===== src/rtl/pwm_multi_channel.sv =====
// Multi-channel PWM: shared prescaler and period counter, per-channel duty and polarity.
// Period, prescale, duty and mode are shadowed and take effect only at a period boundary.
module pwm_multi_channel #(
  parameter int NUM_CH         = 4,
  parameter int MOD_WIDTH      = 8,
  parameter int PRESCALE_WIDTH = 8,
  localparam int CH_W          = (NUM_CH > 1) ? $clog2(NUM_CH) : 1
) (
  input  logic                      clk,
  input  logic                      rst,
  input  logic                      en,
  input  logic                      center_mode,
  input  logic                      wr_period,
  input  logic [MOD_WIDTH-1:0]      period_in,
  input  logic [PRESCALE_WIDTH-1:0] prescale_in,
  input  logic                      wr_duty,
  input  logic [CH_W-1:0]           duty_ch,
  input  logic [MOD_WIDTH:0]        duty_in,
  input  logic [NUM_CH-1:0]         pol,
  output logic [NUM_CH-1:0]         pwm_out,
  output logic                      period_strobe,
  output logic                      busy
);

  logic [MOD_WIDTH-1:0]      r_per_s, r_per_a, r_cnt;
  logic [PRESCALE_WIDTH-1:0] r_psc_s, r_psc_a, r_psc;
  logic [MOD_WIDTH:0]        r_duty_s [NUM_CH];
  logic [MOD_WIDTH:0]        r_duty_a [NUM_CH];
  logic                      r_center_a, r_dir_down, r_busy, r_strobe;
  logic [NUM_CH-1:0]         r_pwm;

  logic [NUM_CH-1:0]         w_raw;
  logic [MOD_WIDTH-1:0]      w_cnt_next;
  logic                      w_tick, w_boundary, w_dir_next, w_duty_ok;

  assign w_tick    = (r_psc == r_psc_a);
  assign w_duty_ok = (32'(duty_ch) < NUM_CH);

  // Next counter value, direction and boundary flag, assuming this cycle is a tick.
  always_comb begin
    w_cnt_next = r_cnt;
    w_dir_next = r_dir_down;
    w_boundary = 1'b0;
    if (!r_center_a) begin
      if (r_cnt >= r_per_a) begin
        w_cnt_next = '0;
        w_boundary = 1'b1;
      end else begin
        w_cnt_next = r_cnt + 1'b1;
      end
    end else if (r_per_a == '0) begin
      w_cnt_next = '0;
      w_boundary = 1'b1;
    end else if (!r_dir_down && (r_cnt < r_per_a)) begin
      w_cnt_next = r_cnt + 1'b1;
    end else begin
      w_cnt_next = r_cnt - 1'b1;
      w_boundary = (w_cnt_next == '0);
      w_dir_next = !w_boundary;
    end
  end

  always_comb begin
    for (int i = 0; i < NUM_CH; i++) begin
      w_raw[i] = ({1'b0, r_cnt} < r_duty_a[i]);
    end
  end

  always_ff @(posedge clk) begin
    if (rst) begin
      r_per_s    <= '0;
      r_per_a    <= '0;
      r_psc_s    <= '0;
      r_psc_a    <= '0;
      r_psc      <= '0;
      r_cnt      <= '0;
      r_center_a <= 1'b0;
      r_dir_down <= 1'b0;
      r_busy     <= 1'b0;
      r_strobe   <= 1'b0;
      r_pwm      <= '0;
      for (int i = 0; i < NUM_CH; i++) begin
        r_duty_s[i] <= '0;
        r_duty_a[i] <= '0;
      end
    end else begin
      if (wr_period) begin
        r_per_s <= period_in;
        r_psc_s <= prescale_in;
      end
      if (wr_duty && w_duty_ok) begin
        r_duty_s[duty_ch] <= duty_in;
      end
      r_strobe <= 1'b0;
      r_pwm    <= ((r_busy && en) ? w_raw : '0) ^ pol;

      // Loads below read the shadow before this cycle's writes land.
      if (!en || !r_busy || (w_tick && w_boundary)) begin
        r_per_a    <= r_per_s;
        r_psc_a    <= r_psc_s;
        r_center_a <= center_mode;
        for (int i = 0; i < NUM_CH; i++) begin
          r_duty_a[i] <= r_duty_s[i];
        end
      end

      if (!en) begin
        r_busy     <= 1'b0;
        r_psc      <= '0;
        r_cnt      <= '0;
        r_dir_down <= 1'b0;
      end else if (!r_busy) begin
        r_busy     <= 1'b1;
        r_psc      <= '0;
        r_cnt      <= '0;
        r_dir_down <= 1'b0;
        r_strobe   <= 1'b1;
      end else if (w_tick) begin
        r_psc      <= '0;
        r_cnt      <= w_cnt_next;
        r_dir_down <= w_dir_next;
        r_strobe   <= w_boundary;
      end else begin
        r_psc <= r_psc + 1'b1;
      end
    end
  end

  assign pwm_out       = r_pwm;
  assign period_strobe = r_strobe;
  assign busy          = r_busy;

endmodule


===== config.mk =====
export PLATFORM = sky130hd
export DESIGN_NAME = pwm_multi_channel
export DESIGN_NICKNAME = d
export VERILOG_FILES = /design/src/rtl/pwm_multi_channel.sv
export SDC_FILE = /design/constraint.sdc
export NUM_CORES = 1
export LEC_CHECK = 0
export ABC_AREA = 0
export CORE_UTILIZATION = 29
export DETAILED_ROUTE_END_ITERATION = 16
export GPL_ROUTABILITY_DRIVEN = 0
export PLACE_DENSITY_LB_ADDON = 0.08
export SLEW_MARGIN = 20
export SYNTH_ARGS = -nofsm -noshare
export SYNTH_HDL_FRONTEND = slang
export SYNTH_SLANG_ARGS = --single-unit

===== constraint.sdc =====
create_clock -name clk -period 9.72 [get_ports clk]
set_clock_uncertainty 0.15 [all_clocks]
set_input_delay 0.972 -clock clk [delete_from_list [all_inputs] [get_ports clk]]
set_output_delay 0.972 -clock clk [all_outputs]
set_load 0.005 [all_outputs]

; Word level (Yosys, flattened, before mapping)
; Memory sizes are Yosys's and may differ from the RTL's.
; Index checks and enable logic that the tools add are counted.
; W data, S select, Z words.
[op_classes]
n_lt_le_gt_ge = 6
bitwise = 9
eq_ne = 1
addsub = 3
mux = 27
n_reduce_logical = 16
[ops]
columns = cell, n
row1 = $mux W9, 5
row2 = $lt A8 B9 Y1, 4
row3 = $mux W8, 4
row4 = $add A8 B1 Y8 const B, 2
row5 = $logic_not A8 Y1, 2
row6 = $mux W1, 16
row7 = $reduce_or A9 Y1, 1
row8 = $eq A8 B8 Y1, 1
row9 = $ge A8 B8 Y1, 1
row10 = $lt A8 B8 Y1, 1
row11 = $sub A8 B1 Y8 const B, 1
row12 = $logic_not A1 Y1, 4
row13 = $mux W4, 1
row14 = $not A1 Y1, 4
row15 = $or A1 B1 Y1, 4
row16 = $reduce_and A4 Y1, 1
row17 = $reduce_or A4 Y1, 1
row18 = $xor A4 B4 Y4, 1
row19 = $logic_and A1 B1 Y1, 3
row20 = $reduce_or A3 Y1, 1
row21 = $logic_or A1 B1 Y1, 2
row22 = $mux W2, 1
row23 = $reduce_or A2 Y1, 1
[totals]
output_inout_bits = 6
mem_count = 2
ramBits = 72
inputBits = 37
register_bits = 56
word_cells = 75
[mem_list]
columns = memory, words, word_bits, read_ports, rd_clocked_by_memory_dff, write_ports, line_no
row1 = r_duty_a, 4, 9, 4, 0, 4, 28  ; logic [MOD_WIDTH:0] r_duty_a [NUM_CH];
row2 = r_duty_s, 4, 9, 4, 0, 4, 27  ; logic [MOD_WIDTH:0] r_duty_s [NUM_CH];

; Longest topological paths before layout
; Gate-level depths: netlist (run 1).
[depth]
depth_word = 11
depth_mapped = 10
depth_no_buf = 8

; Least setup slack after synthesis (run 1)
; Ideal clock, no wire load.
[synth_path]
path_type = reg-to-reg
start = register r_cnt[0]
end = memory r_duty_a[0][0] in the netlist's numbering (enable)
stages_incl_launch_ff = 11
arrival_time_ps = 2705
setup_ps = 375
path_buffers = 2
synth_period_minus_slack_ps = 3229
t_required_ps = 9195
slack_ps = 6491
path_cell_list = dfxtp_1 > clkbuf_1 > inv_1 > ha_1 > or3b_4 > o31a_1 > a211o_1 > o21ai_1 > a31oi_2 > buf_2 > inv_2
[synth_lines]
columns = item, line_no
row1 = "start, declared", 25  ; logic [MOD_WIDTH-1:0] r_per_s, r_per_a, r_cnt;
row2 = "start signal, assigned", 120  ; r_cnt <= w_cnt_next;
row3 = "end, declared", 28

==> impl_results.md, run 1 <==
* Outcome: finished clean
* Data arrival time of the worst path at 3.77 ns
* Post-synth EDFFs at 72
* Post-synth top cells: 75 x and2_1, 72 x edfxtp_1, 56 x dfxtp_1, 41 x inv_1, 40 x ha_1
* Clock sinks at about 130
* Sequential cell fraction of total power at 43.4%
* Critical path type: reg -> reg
* Skew-Pair Late Insertion Delay at 0.42 ns
* Critical Path RT at 9.62 ns
* Logic pwr share at 10.0%
* Yosys Warn Count at 0
* Drt pass-1 iters at 4
* Die Footprint at 0.0223 sq mm
* Final non-filler cell total at roughly 910
* Switch Pwr at approximately 350 uW
* Layout area overhead at 21.2%
* CP startpoint kind: flop
* P_leak at 3.10 nW
* Root Driver: clkbuf_16
* Worst hold margin at 0.320 ns
* Most common cell in the netlist: and2_1
* Crit end category: flop
* Asr flop ratio synth at 0%
* Power per Cell Area at 189 mW/mm^2
* Setup TNS Final at 0 ns
* Main synth FF type: edfxtp_1
* # DRC at 0
* Hold Buf Count CTS at 0
* CORE AREA at 0.0212 sq mm
* Wire per inst at 15.9 um
* Pin count of the biggest net entering global routing at 37
* Syn Nets at between 600 and 700
* Global-route wire length before repair at 23,300 um
* Rel. slew slack at 33.2%
* Final setup viols at 0
* CTS max path bufs at 2
* Synth Instances at ~580
* GRT Resource Usage Total at between 10% and 20%
* Final WL at 14,500 um
* TritonCTS Buffers at 17
* CTS tree: built
* Cell taking the most area after synthesis: edfxtp_1
* Synth top area share at 34.3%
* Congestion Overflow GR at 0
* Sequential share of the synthesized area at a little over half
* VDD IR max at slightly above 0.1 mV
* Post-DRT Antenna Nets at 0
* Max-Cap Viols at 0
* Cell area after synthesis at 0.00630 sq mm
* Unrepaired setup endpoints after global routing: false
* Vias per cell at 4.63
* # nets final at 700
* DPL Wire Length at 10,400 um
* Reg area at 0.00328 sq mm
* Vias in the first global route at between 4,000 and 5,000
* Initial Util at 29.8%
* Antenna diodes at 0
* Clock period minus worst slack at between 3 and 4 ns
* Iter 0 DRT Violations at 301
* Worst-path clk slew at about 0.060 ns
* Final hold violations at 0
* H-Tree Depth at 4
* Share of the clock period used by the worst path at 39.8%
* Post-cts repair resize count at 0
* Switching Share at 24.4%
* Hold Path Class: reg -> reg
* Vias at 4,221
* Die height at 149 um
* Max Clk Rate at 259 MHz
* Clock share of power at approximately 47%
* Syn Area/Cell at around 11 sq um
* Placed insts at 879
* Overall power at 1.44 mW
* Area of the multi-input gates at roughly 0.0028 sq mm
* Max Transition Viols Final at 0
* Die width at ~150 um
* FILL cells at between 2,000 and 2,500
* Post CTS Setup Buffer Count at 0
* Number of distinct library cells after synthesis at 57
* I/O Pins at 43
* Yosys reg bits at 128
* Share of layout cells above drive strength 1 at 7.39%
* Largest fanout on the critical path at 36
* Synth top area cells: edfxtp_1 34%, dfxtp_1 18%, ha_1 7.9%
* Antenna violations before repair at 0
* # rows at 53
* Worst Tran Pin Value at ~1 ns
* PortBufs at 42
* Pint at 1.09 mW
==> stage by stage <==
stage	instance area [sq um]	util, %	setup slack, ns
after CTS	7640	36.1	5.84
after detailed placement	7020	33.2	5.87
after global routing	7640	36.1	5.59
after floorplan	6300	-	6.49
after global placement	6990	33.0	5.88
final	7640	36.1	5.85
==> critical path: stages (launching register included) <==
cell,delay [ns]
dfxtp_1,0.73
ha_1,0.38
and4b_1,0.21
a211oi_1,0.59
o221ai_1,0.50
a31oi_2,0.31
buf_4,0.26
inv_2,0.34
==> power groups by stage <==
stage | combinational (mW) | sequential [mW] | clock, mW
after floorplan | 0.0944 | 0.629 | 0
after global placement | 0.141 | 0.639 | 0
after detailed placement | 0.145 | 0.638 | 0
after CTS | 0.146 | 0.626 | 0.687
after global routing | 0.162 | 0.629 | 0.708
final | 0.144 | 0.625 | 0.671
==> worst paths after layout <==
kind	slack (ns)	depth (start not counted)	startpoint	end
max	5.85	7	r_cnt[2]$_SDFFE_PP0P_	r_duty_a[1][3]$_SDFFCE_PN0P_
min	0.32	1	r_per_s[5]$_SDFFE_PP0P_	r_per_a[5]$_SDFFE_PP0P_
max reg2reg	5.85	7	r_cnt[2]$_SDFFE_PP0P_	r_duty_a[1][3]$_SDFFCE_PN0P_
min reg2reg	0.32	1	r_per_s[5]$_SDFFE_PP0P_	r_per_a[5]$_SDFFE_PP0P_
==> area by class of cell <==
type	count	area share, %
flip-flops and latches	128	43.0
clock buffers	21	6.34
multi-input cells	387	36.0
inverters	42	2.06
well taps	275	4.50
clock inverters	11	1.82
repair buffers	47	6.26
==> sequential cells by signal, summed over array words and instances, names as in the netlist <==
register,count
busy,1
period_strobe,1
pwm_out,4
r_center_a,1
r_cnt,8
r_dir_down,1
r_duty_a,36
r_duty_s,36
r_per_a,8
r_per_s,8
r_psc,8
r_psc_a,8
r_psc_s,8
==> per-layer routing <==
layer / global-route usage [%] / routed length, um
met1: 20.2 / 7720
met2: 20.1 / 6120
met3: 2.91 / 472
met4: 5.26 / 212
met5: 0 / 0
==> placed cells by master, fill, tap and decap left out, types with 15 or more instances in the layout <==
cell	count
and2_1	75
edfxtp_1	72
dfxtp_1	56
clkdlybuf4s50_1	42
inv_1	41
ha_1	40
nor2_1	39
a21oi_1	19
clkbuf_16	19
o21ai_0	17
mux2i_1	17
a22o_1	17
nand2b_1	15
==> kinds of logic after synthesis <==
| logic type | Yosys count | share of synthesized area [%] |
|---|---|---|
| AOI/OAI and AO/OA | 94 | 10.6 |
| xor gates and xnor gates | 17 | 2.36 |
| adders and majority gates | 40 | 7.94 |
| buffers and inverters | 60 | 4.19 |
| DFF | 128 | 52.1 |
| muxes | 17 | 2.70 |
| and+or+nand+nor | 219 | 20.1 |
No activity file was read; power rests on OpenSTA's default activity.
==> inputs of run 2 (changes only) <==
==> constraint.sdc (replaced) <==
create_clock -name clk -period 3.3 [get_ports clk]
set_clock_uncertainty 0.15 [all_clocks]
set_input_delay 0.33 -clock clk [delete_from_list [all_inputs] [get_ports clk]]
set_output_delay 0.33 -clock clk [all_outputs]
set_load 0.005 [all_outputs]
==> impl_results.md, run 2 (same netlist as run 1, synthesis figures left out) <==
* Final hold violations at 0 (unchanged)
* Die Footprint at 0.0223 sq mm (unchanged)
* Drt pass-1 iters at 4 (unchanged)
* Critical Path RT at 3.43 ns (-6.19 ns)
* Global-route wire length before repair at 24,300 um (+4.4%)
* P_leak at 3.14 nW (+1.4%)
* Crit end category: flop
* Clock sinks at 128 (unchanged)
* Vias per cell at 4.61 (-0.40%)
* Unrepaired setup endpoints after global routing: false
* Util after Layout at 36.5% (+0.34 points)
* Worst Tran Pin Value at 0.960 ns (-0.0395 ns)
* TritonCTS Buffers at 17 (unchanged)
* Vias in the first global route at 4,298 (+4.7%)
* Final WL at 15,000 um (+3.1%)
* CP Cell Sequence: inv_1 -> ha_1 -> or3b_4 -> o31a_1 -> a211o_1 -> or4_4 -> a21oi_4 -> buf_12 -> and2_1
* Congestion Overflow GR at 0 (unchanged)
* DPL Wire Length at 10,900 um (+4.8%)
* Place WS at 0.321 ns (-5.55 ns)
* Max Clk Rate at 332 MHz (+28%)
* Pin count of the biggest net entering global routing at 54 (+46%)
* Final setup viols at 0 (unchanged)
* Root Driver: clkbuf_16
* Crit path max-delay family: simple AND/OR/NAND/NOR gates
* Critical path type: reg -> reg
* Rel. slew slack at 35.8% (+2.6 points)
* Worst hold margin at 0.316 ns (-0.00455 ns)
* Most frequent cells in the layout: 75 x and2_1, 72 x edfxtp_1, 56 x dfxtp_1
* Largest registers: r_duty_a x36, r_duty_s x36
* Hold Buf Count CTS at 0 (unchanged)
* Die height at 149 um (unchanged)
* Setup TNS Final at 0 ns (unchanged)
* Layout area overhead at 22.4%
* Commonest non-fill, non-tap cell in the layout: and2_1
* # nets final at 716 (+2.3%)
* Data arrival time of the worst path at 3.14 ns (-0.63 ns)
* CTS max path bufs at 2 (unchanged)
* GRT Resource Usage Total at 14.7% (+0.79 points)
* Share of layout cells above drive strength 1 at 9.37% (+2.0 points)
* VDD IR max at 0.296 mV (+190%)
* Largest fanout on the critical path at 53 (+47%)
* CP startpoint kind: flop
* Die width at 149 um (unchanged)
* Wire per inst at 16.2 um (+1.4%)
* Post-cts repair resize count at 0 (unchanged)
* Hold Path Class: reg -> reg
* Setup ws final at 0.287 ns (-5.56 ns)
* Final non-filler cell total at 927 (+1.8%)
* Skew-Pair Late Insertion Delay at 0.41 ns (about the same)
* H-Tree Depth at 4 (unchanged)
* Placed insts at 895 (+1.8%)
* Initial Util at 29.8% (unchanged)
* Post-DRT Antenna Nets at 0 (unchanged)
* CTS tree: built
* Clock period minus worst slack at 3.01 ns (-0.855 ns)
* Iter 0 DRT Violations at 162 (-46%)
* I/O Pins at 43 (unchanged)
* Vias at 4,278 (+1.4%)
* PortBufs at 42 (unchanged)
* Outcome: finished clean
* Worst path bufs/invs at 2 (unchanged)
* Max Transition Viols Final at 0 (unchanged)
* # rows at 53 (unchanged)
* Antenna violations before repair at 0 (unchanged)
* Share of the clock period used by the worst path at 91.3% (+52 points)
* Max-Cap Viols at 0 (unchanged)
* CORE AREA at 0.0212 sq mm (unchanged)
* Power per Cell Area at 533 mW/mm^2 (+180%)
* Worst-path clk slew at 0.06 ns (about the same)
* # DRC at 0 (unchanged)
* Post CTS Setup Buffer Count at 0 (unchanged)
* Largest stage delay on the critical path at 0.50 ns (-0.23 ns)
* Critical-path top delay cell: or4_4
[run 2: changes by cell type in the layout (fill, tap and decap cells not counted), sizes merged]
cell	change
inv	-4
clkinvlp	+4
clkbuf	-3
clkinv	+2
buf	+16
diode	+1
[run 2: path summary, 6_finish.rpt]
check                                              from                           end  slack [ns]  depth (start not counted)
worst max-delay path              r_cnt[0]$_SDFFE_PP0P_  r_duty_a[1][3]$_SDFFCE_PN0P_        0.29                          9
worst min-delay path            r_psc_s[5]$_SDFFE_PP0P_       r_psc_a[5]$_SDFFE_PP0P_        0.32                          1
worst max register to register    r_cnt[0]$_SDFFE_PP0P_  r_duty_a[1][3]$_SDFFCE_PN0P_        0.29                          9
worst min register to register  r_psc_s[5]$_SDFFE_PP0P_       r_psc_a[5]$_SDFFE_PP0P_        0.32                          1
[run 2: area by class of cell]
class / instances / area [sq um]
tap: 275 / 344
antenna: 1 / 2.50
clock buffer: 18 / 429
sequential: 128 / 3280
multi-input combinational: 387 / 2750
timing repair buffer: 63 / 603
clock inverter: 13 / 139
inverter: 42 / 158
fill: 2106 / 13400
[run 2: through the flow]
step,cell area [sq um],power [mW]
4_1_cts,7710,4.18
5_1_grt,7710,4.30
6_report,7710,4.11
3_3_place_gp,7140,2.32
3_5_place_dp,7140,2.33
2_1_floorplan,6300,2.13
[run 2: power by group]
part           internal (mW)  switching [mW]  total [mW]
Clock                   1.11           0.716        1.82
Sequential              1.80          0.0434        1.84
Combinational          0.207           0.243       0.450
[run 2: layer usage]
| layer | vias up | routed length, um | track usage, % | part of all wire, % |
|---|---|---|---|---|
| met5 | - | 0 | 0 | 0 |
| met4 | 0 | 201 | 5.77 | 1.3 |
| met3 | 18 | 433 | 3.64 | 2.9 |
| met2 | 73 | 6190 | 20.6 | 41 |
| met1 | 2001 | 8150 | 21.4 | 54 |
| li1 | 2186 | - | - | - |
==> inputs of run 3 (changes only) <==
--- a/config.mk
+++ b/config.mk
@@ -6,10 +6,12 @@
 export NUM_CORES = 1
 export LEC_CHECK = 0
 export ABC_AREA = 0
+export CAP_MARGIN = 20
 export CORE_UTILIZATION = 29
 export DETAILED_ROUTE_END_ITERATION = 16
 export GPL_ROUTABILITY_DRIVEN = 0
 export PLACE_DENSITY_LB_ADDON = 0.08
+export REMOVE_ABC_BUFFERS = 1
 export SLEW_MARGIN = 20
 export SYNTH_ARGS = -nofsm -noshare
 export SYNTH_HDL_FRONTEND = slang
==> impl_results.md, run 3 (same netlist as run 1, synthesis figures left out) <==
* Die width at 149 um (unchanged)
* Final hold violations at 0 (unchanged)
* # rows at 53 (unchanged)
* Root Driver: clkbuf_16
* Setup TNS Final at 0 ns (unchanged)
* Most frequent cells in the layout: 75 x and2_1, 72 x edfxtp_1, 56 x dfxtp_1
* Max Clk Rate at 337 MHz (+1.6%)
* Final setup viols at 0 (unchanged)
* Hold Path Class: reg -> reg
* Post-DRT Antenna Nets at 0 (unchanged)
* Initial Util at 29.8% (unchanged)
* Hold Buf Count CTS at 0 (unchanged)
* Antenna violations before repair at 0 (unchanged)
* Drt pass-1 iters at 4 (unchanged)
* Vias per cell at 4.63 (+0.30%)
* CTS max path bufs at 2 (unchanged)
* # DRC at 0 (unchanged)
* Critical Path RT at 3.43 ns (about the same)
* Max-Cap Viols at 0 (unchanged)
* DPL Wire Length at 10,500 um (-3.6%)
* # nets final at 715 (-0.14%)
* Vias in the first global route at 4,327 (+0.67%)
* Worst Tran Pin Value at 0.982 ns (+0.0223 ns)
* Clock sinks at 128 (unchanged)
* I/O Pins at 43 (unchanged)
* CORE AREA at 0.0212 sq mm (unchanged)
* Congestion Overflow GR at 0 (unchanged)
* Post CTS Setup Buffer Count at 0 (unchanged)
* P_leak at 3.15 nW (+0.35%)
* Layout area overhead at 22.4% (about the same)
* Rel. slew slack at 34.3% (-1.5 points)
* Antenna diodes at 0 (-1)
* Unrepaired setup endpoints after global routing: false
* Crit end category: flop
* Area of the multi-input gates at 0.00275 sq mm (unchanged)
* Skew-Pair Late Insertion Delay at 0.42 ns (about the same)
* Outcome: finished clean
* CP startpoint kind: flop
* Commonest non-fill, non-tap cell in the layout: and2_1
* Largest fanout on the critical path at 53 (unchanged)
* Iter 0 DRT Violations at 239 (+48%)
* Power per Cell Area at 537 mW/mm^2 (+0.68%)
* VDD IR max at 0.316 mV (+6.9%)
* TritonCTS Buffers at 17 (unchanged)
* Worst-path clk slew at 0.05 ns (about the same)
* Critical path type: reg -> reg
* Post-cts repair resize count at 0 (unchanged)
* CTS tree: built
* Max Transition Viols Final at 0 (unchanged)
* FILL cells at 2,099 (-0.33%)
* Worst hold margin at 0.325 ns (+0.00890 ns)
* H-Tree Depth at 4 (unchanged)
* Clock period minus worst slack at 2.97 ns (-0.0472 ns)
* Die Footprint at 0.0223 sq mm (unchanged)
* Largest registers: r_duty_a x36, r_duty_s x36
* Global-route wire length before repair at 23,200 um (-4.5%)
* Reg area at 0.00328 sq mm (unchanged)
* Pin count of the biggest net entering global routing at 54 (unchanged)
* Share of the clock period used by the worst path at 89.9% (-1.4 points)
* GRT Resource Usage Total at 13.9% (-0.79 points)
* Vias at 4,286 (+0.19%)
* Final WL at 14,400 um (-4.0%)
* Data arrival time of the worst path at 3.10 ns (-0.04 ns)
* PortBufs at 42 (unchanged)
* Wire per inst at 15.5 um (-3.9%)
* Die height at 149 um (unchanged)
* Share of layout cells above drive strength 1 at 8.91% (-0.46 points)
-- run 3: critical path: stages (launching register included) --
cell and delay [ns]:
dfxtp_1 0.34, inv_1 0.08, ha_1 0.20, or3b_4 0.41
o31a_1 0.26, a211o_1 0.31, or4_4 0.51, a21oi_4 0.16
buf_12 0.24, and2_1 0.16
-- run 3: layout make-up --
class                      instances  share of cell area (%)
multi-input combinational        387                    35.7
sequential                       128                    42.6
clock buffer                      20                    5.66
inverter                          42                    2.04
tap                              275                    4.46
timing repair buffer              62                    7.72
clock inverter                    12                    1.85
-- run 3: worst paths after layout --
kind | slack, ns | cells past startpoint | end | startpoint
setup / recovery | 0.33 | 9 | r_duty_a[2][2]$_SDFFCE_PN0P_ | r_cnt[1]$_SDFFE_PP0P_
hold / removal | 0.32 | 1 | r_per_a[6]$_SDFFE_PP0P_ | r_per_s[6]$_SDFFE_PP0P_
setup reg to reg | 0.33 | 9 | r_duty_a[2][2]$_SDFFCE_PN0P_ | r_cnt[1]$_SDFFE_PP0P_
hold reg to reg | 0.32 | 1 | r_per_a[6]$_SDFFE_PP0P_ | r_per_s[6]$_SDFFE_PP0P_
-- run 3: power breakdown --
| part | switching, mW | total (mW) | internal (mW) |
|---|---|---|---|
| Sequential | 0.0383 | 1.83 | 1.80 |
| Clock | 0.685 | 1.86 | 1.18 |
| Combinational | 0.238 | 0.444 | 0.206 |
| Total | 0.961 | 4.14 | 3.18 |
-- run 3: stage by stage --
| step | cells | util (%) | cell area (sq um) | setup WS [ns] | power (mW) |
|---|---|---|---|---|---|
| 2_1_floorplan | 557 | - | 6190 | -0.103 | 2.11 |
| 3_3_place_gp | 894 | 33.7 | 7130 | 0.427 | 2.31 |
| 3_5_place_dp | 894 | 33.7 | 7130 | 0.331 | 2.32 |
| 4_1_cts | 926 | 36.5 | 7710 | 0.317 | 4.19 |
| 5_1_grt | 926 | 36.5 | 7710 | 0.188 | 4.32 |
| 6_report | 926 | 36.5 | 7710 | 0.334 | 4.14 |
-- run 3: layer usage --
layer  track usage, %  up-vias  share of wire, %
met1             16.7     2015                46
met4             5.61        0               1.7
met3             3.24       19               3.5
met2             23.9       69                49
met5                0        -                 0
li1                 -     2183                 -
